--- src/rtl/rob_param_if.sv ---
// rob_param_if: issue, CDB and commit signals of the reorder buffer.
// The slave modport is the ROB; the master is whoever drives issue/CDB and consumes commits.
interface rob_param_if #(
   parameter int DEPTH  = 4,
   parameter int DATA_W = 64,
   parameter int REG_W  = 5
);
   localparam int IDX_W = $clog2(DEPTH);
   logic              alloc_valid;
   logic [REG_W-1:0]  alloc_dest;
   logic              alloc_nodest;
   logic              alloc_is_store;
   logic              alloc_ready;
   logic [IDX_W-1:0]  alloc_id;
   logic              cdb_valid;
   logic [IDX_W-1:0]  cdb_slot;
   logic [DATA_W-1:0] cdb_data;
   logic [DATA_W-1:0] cdb_addr;
   logic              cdb_mispredict;
   logic              commit_valid;
   logic              commit_ready;
   logic [IDX_W-1:0]  commit_slot;
   logic [REG_W-1:0]  commit_dest;
   logic [DATA_W-1:0] commit_data;
   logic [DATA_W-1:0] commit_addr;
   logic              commit_wr;
   logic              commit_store;
   logic              flush;
   logic [IDX_W:0]    count;
   logic              empty;
   logic              full;
   modport master (
      output alloc_valid, alloc_dest, alloc_nodest, alloc_is_store,
             cdb_valid, cdb_slot, cdb_data, cdb_addr, cdb_mispredict, commit_ready,
      input  alloc_ready, alloc_id, commit_valid, commit_slot, commit_dest, commit_data,
             commit_addr, commit_wr, commit_store, flush, count, empty, full
   );
   modport slave (
      input  alloc_valid, alloc_dest, alloc_nodest, alloc_is_store,
             cdb_valid, cdb_slot, cdb_data, cdb_addr, cdb_mispredict, commit_ready,
      output alloc_ready, alloc_id, commit_valid, commit_slot, commit_dest, commit_data,
             commit_addr, commit_wr, commit_store, flush, count, empty, full
   );
endinterface

--- src/rtl/rob_param.sv ---
// rob_param: parametrised reorder buffer; in-order allocate/retire, out-of-order CDB capture,
// pipeline flush when a mispredicted branch retires.
module rob_param #(
   parameter int DEPTH  = 4,
   parameter int DATA_W = 64,
   parameter int REG_W  = 5
) (
   input logic        clk,
   input logic        rst,
   rob_param_if.slave io
);
   localparam int IDX_W = $clog2(DEPTH);
   localparam int CNT_W = IDX_W + 1;
   logic [DEPTH-1:0]  busy_q, busy_d, done_q, done_d, mis_q, mis_d, st_q, st_d, nd_q, nd_d;
   logic [REG_W-1:0]  dest_q [DEPTH];
   logic [REG_W-1:0]  dest_d [DEPTH];
   logic [DATA_W-1:0] data_q [DEPTH];
   logic [DATA_W-1:0] data_d [DEPTH];
   logic [DATA_W-1:0] addr_q [DEPTH];
   logic [DATA_W-1:0] addr_d [DEPTH];
   logic [IDX_W-1:0]  head_q, head_d, tail_q, tail_d;
   logic [CNT_W-1:0]  count_q, count_d;
   logic              alloc_fire, fire;
   assign io.full         = count_q == CNT_W'(DEPTH);
   assign io.empty        = count_q == '0;
   assign io.count        = count_q;
   assign io.alloc_ready  = ~io.full;
   assign io.alloc_id     = tail_q;
   assign io.commit_valid = busy_q[head_q] & done_q[head_q];
   assign io.commit_slot  = head_q;
   assign io.commit_dest  = dest_q[head_q];
   assign io.commit_data  = data_q[head_q];
   assign io.commit_addr  = addr_q[head_q];
   assign fire            = io.commit_valid & io.commit_ready;
   assign alloc_fire      = io.alloc_valid & ~io.full;
   assign io.commit_wr    = fire & ~nd_q[head_q] & ~st_q[head_q];
   assign io.commit_store = fire & st_q[head_q];
   assign io.flush        = fire & mis_q[head_q];
   always_comb begin
      busy_d  = busy_q;
      done_d  = done_q;
      mis_d   = mis_q;
      st_d    = st_q;
      nd_d    = nd_q;
      dest_d  = dest_q;
      data_d  = data_q;
      addr_d  = addr_q;
      head_d  = head_q + IDX_W'(fire);
      tail_d  = tail_q + IDX_W'(alloc_fire);
      count_d = count_q + CNT_W'(alloc_fire) - CNT_W'(fire);
      if (alloc_fire) begin
         busy_d[tail_q] = 1'b1;
         done_d[tail_q] = 1'b0;
         mis_d[tail_q]  = 1'b0;
         st_d[tail_q]   = io.alloc_is_store;
         nd_d[tail_q]   = io.alloc_nodest;
         dest_d[tail_q] = io.alloc_dest;
      end
      if (io.cdb_valid && busy_q[io.cdb_slot]) begin
         data_d[io.cdb_slot] = io.cdb_data;
         done_d[io.cdb_slot] = 1'b1;
         mis_d[io.cdb_slot]  = io.cdb_mispredict;
         addr_d[io.cdb_slot] = st_q[io.cdb_slot] ? io.cdb_addr : addr_q[io.cdb_slot];
      end
      if (fire) busy_d[head_q] = 1'b0;
      // flush wins over any same-cycle allocation or capture
      if (io.flush) begin
         busy_d  = '0;
         done_d  = '0;
         mis_d   = '0;
         head_d  = '0;
         tail_d  = '0;
         count_d = '0;
      end
   end
   always_ff @(posedge clk or posedge rst) begin
      if (rst) begin
         busy_q  <= '0;
         done_q  <= '0;
         mis_q   <= '0;
         st_q    <= '0;
         nd_q    <= '0;
         dest_q  <= '{default: '0};
         data_q  <= '{default: '0};
         addr_q  <= '{default: '0};
         head_q  <= '0;
         tail_q  <= '0;
         count_q <= '0;
      end else begin
         busy_q  <= busy_d;
         done_q  <= done_d;
         mis_q   <= mis_d;
         st_q    <= st_d;
         nd_q    <= nd_d;
         dest_q  <= dest_d;
         data_q  <= data_d;
         addr_q  <= addr_d;
         head_q  <= head_d;
         tail_q  <= tail_d;
         count_q <= count_d;
      end
   end
endmodule

--- src/flat_wrapper.sv ---
// flat-port wrapper written by rule: the top's interface ports become plain ports
module rob_param_flat 
#(
   parameter int DEPTH  = 4,
   parameter int DATA_W = 64,
   parameter int REG_W  = 5
)
  (clk, rst, io_alloc_valid, io_alloc_dest, io_alloc_nodest, io_alloc_is_store, io_cdb_valid, io_cdb_slot, io_cdb_data, io_cdb_addr, io_cdb_mispredict, io_commit_ready, io_alloc_ready, io_alloc_id, io_commit_valid, io_commit_slot, io_commit_dest, io_commit_data, io_commit_addr, io_commit_wr, io_commit_store, io_flush, io_count, io_empty, io_full);
  rob_param_if #(.DEPTH(DEPTH), .DATA_W(DATA_W), .REG_W(REG_W)) io_i ();
  input logic clk;
  input logic rst;
  input wire logic [$bits(io_i.alloc_valid)-1:0] io_alloc_valid;
  input wire logic [$bits(io_i.alloc_dest)-1:0] io_alloc_dest;
  input wire logic [$bits(io_i.alloc_nodest)-1:0] io_alloc_nodest;
  input wire logic [$bits(io_i.alloc_is_store)-1:0] io_alloc_is_store;
  input wire logic [$bits(io_i.cdb_valid)-1:0] io_cdb_valid;
  input wire logic [$bits(io_i.cdb_slot)-1:0] io_cdb_slot;
  input wire logic [$bits(io_i.cdb_data)-1:0] io_cdb_data;
  input wire logic [$bits(io_i.cdb_addr)-1:0] io_cdb_addr;
  input wire logic [$bits(io_i.cdb_mispredict)-1:0] io_cdb_mispredict;
  input wire logic [$bits(io_i.commit_ready)-1:0] io_commit_ready;
  output wire logic [$bits(io_i.alloc_ready)-1:0] io_alloc_ready;
  output wire logic [$bits(io_i.alloc_id)-1:0] io_alloc_id;
  output wire logic [$bits(io_i.commit_valid)-1:0] io_commit_valid;
  output wire logic [$bits(io_i.commit_slot)-1:0] io_commit_slot;
  output wire logic [$bits(io_i.commit_dest)-1:0] io_commit_dest;
  output wire logic [$bits(io_i.commit_data)-1:0] io_commit_data;
  output wire logic [$bits(io_i.commit_addr)-1:0] io_commit_addr;
  output wire logic [$bits(io_i.commit_wr)-1:0] io_commit_wr;
  output wire logic [$bits(io_i.commit_store)-1:0] io_commit_store;
  output wire logic [$bits(io_i.flush)-1:0] io_flush;
  output wire logic [$bits(io_i.count)-1:0] io_count;
  output wire logic [$bits(io_i.empty)-1:0] io_empty;
  output wire logic [$bits(io_i.full)-1:0] io_full;
  assign io_i.alloc_valid = io_alloc_valid;
  assign io_i.alloc_dest = io_alloc_dest;
  assign io_i.alloc_nodest = io_alloc_nodest;
  assign io_i.alloc_is_store = io_alloc_is_store;
  assign io_i.cdb_valid = io_cdb_valid;
  assign io_i.cdb_slot = io_cdb_slot;
  assign io_i.cdb_data = io_cdb_data;
  assign io_i.cdb_addr = io_cdb_addr;
  assign io_i.cdb_mispredict = io_cdb_mispredict;
  assign io_i.commit_ready = io_commit_ready;
  assign io_alloc_ready = io_i.alloc_ready;
  assign io_alloc_id = io_i.alloc_id;
  assign io_commit_valid = io_i.commit_valid;
  assign io_commit_slot = io_i.commit_slot;
  assign io_commit_dest = io_i.commit_dest;
  assign io_commit_data = io_i.commit_data;
  assign io_commit_addr = io_i.commit_addr;
  assign io_commit_wr = io_i.commit_wr;
  assign io_commit_store = io_i.commit_store;
  assign io_flush = io_i.flush;
  assign io_count = io_i.count;
  assign io_empty = io_i.empty;
  assign io_full = io_i.full;
  rob_param #(.DEPTH(DEPTH), .DATA_W(DATA_W), .REG_W(REG_W)) u_core (.clk(clk), .rst(rst), .io(io_i));
endmodule
--- config.mk ---
export PLATFORM = sky130hd
export DESIGN_NAME = rob_param_flat
export DESIGN_NICKNAME = d
export VERILOG_FILES = /design/src/rtl/rob_param_if.sv /design/src/rtl/rob_param.sv /design/src/flat_wrapper.sv
export SDC_FILE = /design/constraint.sdc
export NUM_CORES = 1
export LEC_CHECK = 0
export CORE_MARGIN = 2
export CORE_UTILIZATION = 57
export CTS_CLUSTER_DIAMETER = 200
export CTS_CLUSTER_SIZE = 8
export DETAILED_ROUTE_END_ITERATION = 8
export PLACE_DENSITY = 0.83
export SYNTH_ARGS = -nofsm -noshare
export SYNTH_HDL_FRONTEND = slang
export SYNTH_SLANG_ARGS = --single-unit
export TNS_END_PERCENT = 20
--- constraint.sdc ---
create_clock -name clk -period 22.1 [get_ports clk]
set_clock_uncertainty 0.2 [all_clocks]
set_input_delay 4.42 -clock clk [delete_from_list [all_inputs] [get_ports clk]]
set_output_delay 4.42 -clock clk [all_outputs]
set_load 0.05 [all_outputs]
# Word-level counts from Yosys, hierarchy flattened
# Index checks and enable logic that the tools add are counted.
# classes
bitwise,20
reduce_logical,7
eq_ne,1
mux,55
magnitude_cmp,11
n_addsub,4
# ops
operator,n
$bwmux 256,2
$mux 64,8
$bmux 64 s2,3
$demux 64 s2,1
$mux 4,9
$bwmux 20,1
$mux 5,3
$bmux 1 s2,7
$and 4x4->4,3
$bwmux 4,3
$bmux 5 s2,1
$demux 5 s2,1
$mux 1,10
$ge 3x3->1 const B,3
$lt 2x3->1 const B,3
$not 2->3,3
$not 4->4,2
$or 4x4->4,2
$and 1x1->1,7
$demux 1 s2,3
$ge 2x1->1 const B,3
$logic_and 1x1->1,6
$lt 3x1->1 const B,2
$add 2x1->2,2
other kinds (7),10
# word_totals
output_inout_bits,147
register_bits,559
input_bits,143
elab_cells,118

# Longest topological paths before layout
# Gate-level depths: netlist (run 1).
# depth
ltp_word,10
mapped_depth,13
mapped_depth_nobuf,12

# Worst setup path after synthesis (run 1)
# No wires, ideal clock.
# synth_timing
path_kind,input to output
startpoint,input io_commit_ready
endpoint,output io_commit_wr
t_arrival_ns,5.625
slack_ns,11.855
required_ns,17.480
path_stages,2
path_buffers,0
path_cell_list,nand2_1 nor3_1
# synth_between
elab_chain_len,3
# synth_rtl
element,line_no,source
start: declaration,flat_wrapper.sv:21,input wire logic [$bits(io_i.commit_ready)-1:0] io_commit_ready;
$and 1x1->1,rob_param.sv:34,assign fire = io.commit_valid & io.commit_ready;
$and 1x1->1 (2 in series),rob_param.sv:36,assign io.commit_wr = fire & ~nd_q[head_q] & ~st_q[head_q];
end: declaration,flat_wrapper.sv:29,output wire logic [$bits(io_i.commit_wr)-1:0] io_commit_wr;
# Every way passes these cells.

# Worst setup path after layout (run 1)
# layout_timing
startpoint,input io_commit_ready
endpoint,output io_flush
# layout_between
elab_chain_len,2
# layout_rtl
element,line_no,source
$and 1x1->1,rob_param.sv:34,
$and 1x1->1,rob_param.sv:38,assign io.flush = fire & mis_q[head_q];
end: declaration,flat_wrapper.sv:31,output wire logic [$bits(io_i.flush)-1:0] io_flush;
# Every way passes these cells.

==> results of run 1 <==
## placed cells by master, fill, tap and decap left out, types with 4 or more instances in the layout
| cell type | n |
|---|---|
| nand2_1 | 777 |
| nor2_1 | 72 |
| o21ai_0 | 127 |
| nor2b_1 | 4 |
| buf_4 | 23 |
| mux2i_2 | 57 |
| mux2_2 | 92 |
| and2_1 | 4 |
| a21oi_1 | 75 |
| clkdlybuf4s50_1 | 287 |
| inv_6 | 4 |
| mux2i_1 | 7 |
| inv_1 | 11 |
| dfrtp_1 | 557 |
| clkbuf_16 | 81 |
| ha_1 | 4 |
| mux4_2 | 200 |
| o21ai_1 | 65 |
## layer usage
| layer | track usage, % | vias to the layer above |
|---|---|---|
| met4 | 11.2 | 8 |
| met2 | 48.5 | 751 |
| met5 | 0 | - |
| met3 | 8.38 | 152 |
| met1 | 36.0 | 9672 |
| li1 | - | 8231 |
## path summary, 6_finish.rpt
kind | end | slack, ps | cells after the start
worst max-delay path | io_flush | 11080 | 3
worst min-delay path | u_core.data_q[145]$_DFFE_PP0P_ | 270 | 2
worst max register to register | u_core.io.count[2]$_DFF_PP0_ | 18340 | 12
worst min register to register | u_core.data_q[145]$_DFFE_PP0P_ | 270 | 2
max in group asynchronous | u_core.data_q[52]$_DFFE_PP0P_ | 14930 | 4
min in group asynchronous | u_core.addr_q[115]$_DFFE_PP0P_ | 4240 | 2
## logic make-up after synthesis
family | synth area share [%]
muxes | 24.8
DFF | 53.5
xor gates and xnor gates | 0.134
adders and majority gates | 0.268
and+or+nand+nor | 12.9
AOI/OAI and AO/OA | 5.28
buffers and inverters | 3.09
## critical path: stages
cell	delay (ps)
clkdlybuf4s50_1	520
and3_1	550
clkdlybuf4s50_1	910
## stage by stage
step | cell area (µm²) | total power [mW] | worst slack [ps]
final | 31300 | 5.85 | 11080
after global routing | 31300 | 6.12 | 11000
after CTS | 31300 | 5.86 | 11080
after detailed placement | 29300 | 4.76 | 11100
after global placement | 29300 | 4.63 | 11110
after floorplan | 26200 | 3.91 | 1850
## registers in the layout, summed over array words and instances, names as in the netlist
register / count
u_core.addr_q: 256
u_core.busy_q: 4
u_core.data_q: 256
u_core.dest_q: 20
u_core.done_q: 4
u_core.io.alloc_id: 2
u_core.io.commit_slot: 2
u_core.io.count: 3
u_core.mis_q: 4
u_core.nd_q: 4
u_core.st_q: 4
## layout make-up
type / instances / share of cell area (%)
clock inverter: 4 / 0.112
multi-input combinational: 1520 / 36.3
tap: 600 / 2.40
antenna: 3 / 0.0240
sequential: 559 / 44.7
clock buffer: 83 / 6.49
inverter: 13 / 0.180
timing repair buffer: 312 / 9.80
## report_power, final
part | switching, mW | total (mW) | internal, mW
sequential | 0.360 | 1.86 | 1.50
combinational | 1.72 | 2.93 | 1.21
clock | 0.415 | 1.06 | 0.641
==> summary.md, run 1 <==
| Metric | Value |
|---|---|
| Area Growth Syn to Fin | 19.9% |
| Root Buffer | clkbuf_16 |
| Post-DRT Antenna Nets | 0 |
| Port Buf Inserts | 289 |
| Cell taking the most area after synthesis | dfrtp_1 |
| Hold Crit Class | reg -> reg |
| Commonest cells post-synth | nand2_1, dfrtp_1, mux4_2 |
| Max-slew violations | 0 |
| Fillers | approximately 3000 |
| FF-to-FF Start | u_core.io.commit_slot[0]$_DFF_PP0_ |
| Metal3 WL | about 5700 µm |
| Row count | 78 |
| Post-CTS Setup Bufs | 0 |
| WL met1 | between 20000 and 30000 µm |
| CTS max path bufs | 3 |
| Nets | 2633 |
| Outcome | completed |
| RSZ-0062 raised after global routing | false |
| CTS Sinks | 559 |
| Peak VDD IR | around 0.16 mV |
| Tightest Pin Transition | 1100 ps |
| Clock Latency Late Sink | approximately 600 ps |
| Final hold viol count | 0 |
| Initial antenna violation count | 5 |
| Top sig layer | met5 |
| Final TNS setup | 0 ps |
| Crit Path Max Fanout | 16 |
| TritonCTS clock tree | done |
| Netlist cell types | 39 |
| Setup violators final | 0 |
| Global Route Usage Sum | 29.1% |
| Yosys warnings | 0 |
| Hold path start | u_core.data_q[145]$_DFFE_PP0P_ |
| Crit. End Element | output pin |
| DRC marker count from the first detailed-route iteration | 1847 |
| Slew headroom | between 20% and 30% |
| Sequential-to-total area share from yosys stat | a little over half |
| Mapped Cells | 2256 |
| DRT Wirelength | slightly below 70000 µm |
| Fmax achieved | between 90 and 100 MHz |
| Largest net degree at the start of global routing | 193 |
| I/O pin cnt | between 200 and 300 |
| Syn Std Cell Area | between 20000 and 30000 µm² |
| Share of layout cells above drive strength 1 | between 10% and 20% |
| Residual DRC | 0 |
| CTS clock-pin slew for the worst setup and hold paths | around 50 ps |
| DIE HEIGHT | 218 µm |
| Post-synth EDFFs | 0 |
| Ys async rst share | 100% |
| Crit path launch type | input port |
| Pre-Repair DR Iteration Count | 5 |
| DPL Wire Length | 38300 µm |
| Period utilization | about half |
| Count leader, synth | nand2_1 |
| H-tree Lvls | 3 |
| Num CTS Buffers | 79 |
| WS Path Type | in -> out |
| Vias in the first global route | roughly 20000 |
| Sequential Area | 14000 µm² |
| WP data required | 17480 ps |
| Footprint of the multi-input gates | around 11000 µm² |
| WP data arrival | 6400 ps |
| Vias | between 15000 and 20000 |
| Dpl cells | around 3000 |
| Max Cap Viol | 0 |
| Grt total ovfl | 0 |
| Post-Syn Nets | between 2000 and 2500 |
| Avg WL per Cell | between 20 and 25 µm |
| Die width | approximately 220 µm |
| Routability cong. | 0.776 |
| Final min period | approximately 11000 ps |
| Mean post-synth cell area | 11.6 µm² |
| Met2 WL | about 34000 µm |
| Vias/cell | ~6.1 |
| PwrDens | 187 nW/µm² |
| Global-route wire length before repair | between 100000 and 150000 µm |
| Worst hold slack | roughly 270 ps |
| Worst Setup SP | io_commit_ready |
| Initial Util | about 58% |
| Synth area leaders | dfrtp_1, mux4_2, nand2_1 |
| DIE AREA | approximately 48000 µm² |
| Synth Flop Type | dfrtp_1 |
| Core ar. | 45300 µm² |
| Hold-fix buffers, CTS | 0 |
| Post_cts resized | 0 |
| Synth top area share | 53.5% |
| Final std cells w/o fill | about 3100 |
| Leakage Power | around 14 nW |
| Number of synthesized register bits | between 500 and 600 |
| Final core utilization | between 60 and 70% |
Power figures use the tool's default switching activity.
==> run 2: changes to the inputs <==
- clock period: 22.1 -> 11.4 ns (I/O delays scaled with it)
==> run 2 against run 1 <==
Sequential power grew 92%. Highest routed layer unchanged. Final cell count grew 0.19%. Global-route usage grew 0.10 points. Non-clock buffer count up 3. Die area stayed put. Critical path depth grew 1. Core utilization is 0.15 points higher. Setup slack got worse by 6500 ps. Register-to-register slack lost 11000 ps. Total power increased by 94%. Sequential share of layout area is 0.094 points lower. Cell area rose by 0.21%.
==> summary.md, run 2 (synthesis gave the netlist of run 1 again) <==
| Metric | Value |
|---|---|
| Dpl cells | 3007 (was 3004) |
| DIE HEIGHT | 218 µm (unchanged) |
| Fmax achieved | approximately 150 MHz |
| Root Buffer | clkbuf_16 (unchanged) |
| DIE AREA | 47600 µm² (unchanged) |
| Post_cts resized | 0 (unchanged) |
| Avg WL per Cell | 21.6 µm (was 21.8 µm) |
| DRC marker count from the first detailed-route iteration | 1853 (was 1847) |
| Hold-fix buffers, CTS | 0 (unchanged) |
| Vias | 18900 (was 18800) |
| Post-route setup slack | 4580 ps (was 11080 ps) |
| RSZ-0062 raised after global routing | false (unchanged) |
| Post-CTS Setup Bufs | 0 (unchanged) |
| Vias in the first global route | 20400 (was 20200) |
| Area Growth Syn to Fin | 20.1% (was 19.9%) |
| Residual DRC | 0 (unchanged) |
| Initial Util | 57.7% (unchanged) |
| Most frequent cells in the layout | nand2_1, dfrtp_1, clkdlybuf4s50_1 (unchanged) |
| Tightest Pin Transition | 1090 ps (was 1100 ps) |
| Crit path launch type | register (was input port) |
| Sequential Area | 14000 µm² (unchanged) |
| Commonest non-fill, non-tap cell in the layout | nand2_1 (unchanged) |
| Hold Crit Class | reg -> reg (unchanged) |
| Row count | 78 (unchanged) |
| Initial antenna violation count | 7 (was 5) |
| Setup violators final | 0 (unchanged) |
| Crit Path Max Fanout | 43 (was 16) |
| Footprint of the multi-input gates | 11400 µm² (unchanged) |
| DRT Wirelength | 66900 µm (was 67500 µm) |
| Outcome | completed (unchanged) |
| WP data required | 8920 ps (was 17480 ps) |
| Global Route Usage Sum | 29.2% (was 29.1%) |
| Slew headroom | 27.5% (was 26.4%) |
| H-tree Lvls | 3 (unchanged) |
| Pre-Repair DR Iteration Count | 5 (unchanged) |
| Leakage Power | 13.9 nW (about the same) |
| Grt total ovfl | 0 (unchanged) |
| Num CTS Buffers | 79 (unchanged) |
| Post-Layout Inst Area | 31400 µm² (was 31300 µm²) |
| Share of layout cells above drive strength 1 | 19.2% (was 19.1%) |
| Max Cap Viol | 0 (unchanged) |
| Nets | 2636 (was 2633) |
| Fillers | 3047 (was 3014) |
| Global-route wire length before repair | 108000 µm (was 107000 µm) |
| CTS max path bufs | 3 (unchanged) |
| Worst hold slack | 266 ps (was 268 ps) |
| Post-DRT Antenna Nets | 0 (unchanged) |
| I/O pin cnt | 290 (unchanged) |
| Period utilization | around three fifths |
| Final TNS setup | 0 ps (unchanged) |
| TritonCTS clock tree | done (unchanged) |
| Final std cells w/o fill | 3100 (was 3094) |
| PwrDens | 361 nW/µm² (was 187 nW/µm²) |
| Crit. End Element | output pin (unchanged) |
| WP data arrival | 4340 ps (was 6400 ps) |
| Peak VDD IR | 0.265 mV (was 0.157 mV) |
| Vias/cell | 6.08 (about the same) |
| Biggest regs | u_core.addr_q: 256 flops, u_core.data_q: 256 flops, u_core.dest_q: 20 flops (unchanged) |
| Largest net degree at the start of global routing | 180 (was 193) |
| CTS clock-pin slew for the worst setup and hold paths | 50 ps (about the same) |
| Final min period | 6820 ps |
| Clock Latency Late Sink | 600 ps (about the same) |
| Port Buf Inserts | 289 (unchanged) |
| DPL Wire Length | 39000 µm (was 38300 µm) |
| Final hold viol count | 0 (unchanged) |
| Max-slew violations | 0 (unchanged) |
| DP Worst Slack | 4690 ps (was 11100 ps) |
| Die width | 218 µm (unchanged) |
| Placed cell areas | 29300 µm² (about the same) |
| WS Path Type | reg -> out (was in -> out) |
| Routability cong. | 0.795 (was 0.776) |
| Core ar. | 45300 µm² (unchanged) |
| CTS Sinks | 559 (unchanged) |
run 2: changes by cell type in the layout (fill, tap and decap cells not counted), sizes merged:
cell / before / now
buf: 25 / 28
clkbuf: 83 / 86
inv: 17 / 15
clkinvlp: 0 / 1
diode: 3 / 4
run 2: layer usage:
| metal | track usage, % | vias up | part of all wire, % |
|---|---|---|---|
| met5 | 0 | - | 0.063 |
| met4 | 9.77 | 6 | 2.4 |
| met3 | 7.92 | 137 | 7.8 |
| met2 | 49.8 | 700 | 52 |
| met1 | 36.2 | 9783 | 38 |
| li1 | - | 8233 | - |
run 2: final timing paths:
kind / start / endpoint / slack, ps / depth (start not counted)
worst max-delay path: u_core.io.commit_slot[0]$_DFF_PP0_ / io_commit_addr[56] / 4580 / 4
max in group asynchronous: rst / u_core.data_q[142]$_DFFE_PP0P_ / 6770 / 4
worst max register to register: u_core.io.commit_slot[0]$_DFF_PP0_ / u_core.io.count[2]$_DFF_PP0_ / 7730 / 12
worst min-delay path: u_core.data_q[87]$_DFFE_PP0P_ / u_core.data_q[87]$_DFFE_PP0P_ / 270 / 2
worst min register to register: u_core.data_q[87]$_DFFE_PP0P_ / u_core.data_q[87]$_DFFE_PP0P_ / 270 / 2
min in group asynchronous: rst / u_core.dest_q[4]$_DFFE_PP0P_ / 2020 / 2
run 2: per-stage QoR:
stage / power (mW) / util [%]
finish: 11.3 / 69.4
global route: 11.9 / 69.3
CTS: 11.4 / 69.3
detailed placement: 9.23 / 64.7
global placement: 8.99 / 64.7
floorplan: 7.58 / -
run 2: final cells by class:
| cell class | instances | share of cell area [%] |
|---|---|---|
| clock inverter | 3 | 0.0837 |
| tap | 600 | 2.39 |
| multi-input combinational | 1520 | 36.3 |
| clock buffer | 86 | 6.65 |
| antenna | 4 | 0.0319 |
| inverter | 13 | 0.167 |
| timing repair buffer | 315 | 9.85 |
| sequential | 559 | 44.6 |
run 2: worst max-delay path, cell delays in order (launching register included):
cell and delay, ps:
dfrtp_4 1010, buf_4 740, buf_4 610, mux4_2 620, clkdlybuf4s50_1 730
run 2: power breakdown:
part / leakage, nW / internal [mW] / switching, mW
registers: 6.86 / 2.92 / 0.662
logic: 5.99 / 2.34 / 3.35
clock network: 1.04 / 1.27 / 0.805
total: 13.9 / 6.53 / 4.82
==> run 3: changes to the inputs <==
- clock period: 11.4 -> 6.46 ns (I/O delays scaled with it)
==> run 3 against run 2 <==
Sequential power increased by 77%. Register-to-register slack lost 4800 ps. Via count rose by 0.85%. Critical path depth down 1. Non-clock buffer count unchanged. Global-route usage grew 0.27 points. Die area is the same. Sequential share of layout area is 0.13 points lower. Clock power rose by 76%. Final cell count is essentially flat. Flip-flop and latch count unchanged. Setup slack worse by 3300 ps. Largest cell class unchanged. Largest power group unchanged. Highest routed layer unchanged.
==> summary.md, run 3 (synthesis gave the netlist of run 1 again) <==
| Metric | Value |
|---|---|
| Outcome | completed (unchanged) |
| Max-slew violations | 0 (unchanged) |
| DIE HEIGHT | 218 µm (unchanged) |
| Final std cells w/o fill | 3097 (was 3100) |
| Hold path start | u_core.data_q[48]$_DFFE_PP0P_ (was u_core.data_q[87]$_DFFE_PP0P_) |
| Nets | 2636 (unchanged) |
| DPL Wire Length | 39300 µm (was 39000 µm) |
| Vias | 19000 (was 18900) |
| H-tree Lvls | 3 (unchanged) |
| Largest net degree at the start of global routing | 177 (was 180) |
| Post-Layout Inst Area | 31500 µm² (was 31400 µm²) |
| Tightest Pin Transition | 1070 ps (was 1090 ps) |
| Reg2reg path depth | 12 (unchanged) |
| Root Buffer | clkbuf_16 (unchanged) |
| Final hold viol count | 0 (unchanged) |
| DP Worst Slack | 1730 ps (was 4690 ps) |
| Dpl cells | 3007 (unchanged) |
| WP data arrival | 3680 ps (was 4340 ps) |
| Global-route wire length before repair | 110000 µm (was 108000 µm) |
| Post-DRT Antenna Nets | 0 (unchanged) |
| Core ar. | 45300 µm² (unchanged) |
| Residual DRC | 0 (unchanged) |
| Vias in the first global route | 20800 (was 20400) |
| Worst hold stages | 2 (unchanged) |
| Pre-Repair DR Iteration Count | 7 (was 5) |
| FF-to-FF Start | u_core.io.commit_slot[1]$_DFF_PP0_ (was u_core.io.commit_slot[0]$_DFF_PP0_) |
| Global Route Usage Sum | 29.4% (was 29.2%) |
| Area Growth Syn to Fin | 20.5% (was 20.1%) |
| CTS Sinks | 559 (unchanged) |
| Commonest non-fill, non-tap cell in the layout | nand2_1 (unchanged) |
| I/O pin cnt | 290 (unchanged) |
| Post_cts resized | 0 (unchanged) |
| Initial antenna violation count | 6 (was 7) |
| Biggest regs | u_core.addr_q: 256 flops, u_core.data_q: 256 flops, u_core.dest_q: 20 flops (unchanged) |
| Placed cell areas | 29400 µm² (was 29300 µm²) |
| CTS clock-pin slew for the worst setup and hold paths | 50 ps (about the same) |
| Crit. End Element | output pin (unchanged) |
| Crit path launch type | register (unchanged) |
| PwrDens | 637 nW/µm² (was 361 nW/µm²) |
| Num CTS Buffers | 79 (unchanged) |
| CTS max path bufs | 3 (unchanged) |
| Initial Util | 57.7% (unchanged) |
| Hold-fix buffers, CTS | 0 (unchanged) |
| Vias/cell | 6.14 (was 6.08) |
| Final TNS setup | 0 ps (unchanged) |
| Final core utilization | 69.6% (was 69.4%) |
| Post-route setup slack | 1280 ps (was 4580 ps) |
| R2R Path End | u_core.io.count[2]$_DFF_PP0_ (unchanged) |
| Setup violators final | 0 (unchanged) |
| Worst hold slack | 270 ps (was 266 ps) |
| DIE AREA | 47600 µm² (unchanged) |
| Clock Latency Late Sink | 610 ps (was 600 ps) |
| Crit Path Max Fanout | 61 (was 43) |
| RSZ-0062 raised after global routing | false (unchanged) |
| Die width | 218 µm (unchanged) |
| Post-CTS Setup Bufs | 0 (unchanged) |
| Leakage Power | 13.9 nW (about the same) |
| Grt total ovfl | 0 (unchanged) |
| Port Buf Inserts | 289 (unchanged) |
| Hold EP | u_core.data_q[48]$_DFFE_PP0P_ (was u_core.data_q[87]$_DFFE_PP0P_) |
| R2R Setup Slk | 2930 ps (was 7730 ps) |
| Hold Crit Class | reg -> reg (unchanged) |
| Share of layout cells above drive strength 1 | 19.2% (about the same) |
| Peak VDD IR | 0.472 mV (was 0.265 mV) |
| Most frequent cells in the layout | nand2_1, dfrtp_1, clkdlybuf4s50_1 (unchanged) |
| Fmax achieved | about 190 MHz |
| Slew headroom | 28.5% (was 27.5%) |
| DRC marker count from the first detailed-route iteration | 1801 (was 1853) |
| WP data required | 4970 ps (was 8920 ps) |
| Avg WL per Cell | 21.9 µm (was 21.6 µm) |
| Period utilization | around 80% |
| WS Path Type | reg -> out (unchanged) |
| Max Cap Viol | 0 (unchanged) |
| Routability cong. | 0.780 (was 0.795) |
| DRT Wirelength | 67900 µm (was 66900 µm) |
| Final min period | about 5200 ps |
| Row count | 78 (unchanged) |
| TritonCTS clock tree | done (unchanged) |
| Overall power | 20.1 mW (was 11.3 mW) |
==> run 3: changes by cell type in the layout (fill, tap and decap cells not counted) <==
cell / delta
buf_12: +8
clkbuf_1: -1
buf_4: -8
diode_2: -2
==> run 3: worst max-delay path by stage <==
stage | startpoint | endpoint | slack [ps] | depth (start not counted)
after floorplan | rst | u_core.addr_q[0]$_DFFE_PP0P_ | -2640 | 1
after global placement | io_commit_ready | io_flush | 1710 | 3
after detailed placement | io_commit_ready | io_flush | 1730 | 3
after CTS | u_core.io.commit_slot[1]$_DFF_PP0_ | io_commit_data[3] | 1210 | 3
after global routing | u_core.io.commit_slot[1]$_DFF_PP0_ | io_commit_data[55] | 1130 | 3
final | u_core.io.commit_slot[1]$_DFF_PP0_ | io_commit_data[3] | 1280 | 3
==> run 3: worst max-delay path, cell delays in order, from the launching register on <==
cell and delay (ps):
dfrtp_4 910, buf_4 880, mux4_2 380, clkdlybuf4s50_1 870
==> run 3: layout make-up <==
cell class | instances | area, µm²
clock buffers | 85 | 2080
flip-flops and latches | 559 | 14000
fillers | 3013 | 13800
diodes | 2 | 5.00
multi-input cells | 1520 | 11400
inverters | 13 | 52.6
repair buffers | 315 | 3190
clock inverters | 3 | 26.3
well taps | 600 | 751
==> run 3: metal layers <==
metal | global-route usage, % | part of all wire [%]
met1 | 36.7 | 38
met4 | 11.3 | 2.7
met5 | 0 | 0.060
met3 | 7.95 | 8.7
met2 | 49.5 | 51
==> run 3: power by group <==
part	leakage (nW)	internal, mW	switching, mW
sequential	6.86	5.15	1.18
clock	1.04	2.24	1.43
combinational	6.03	4.16	5.92
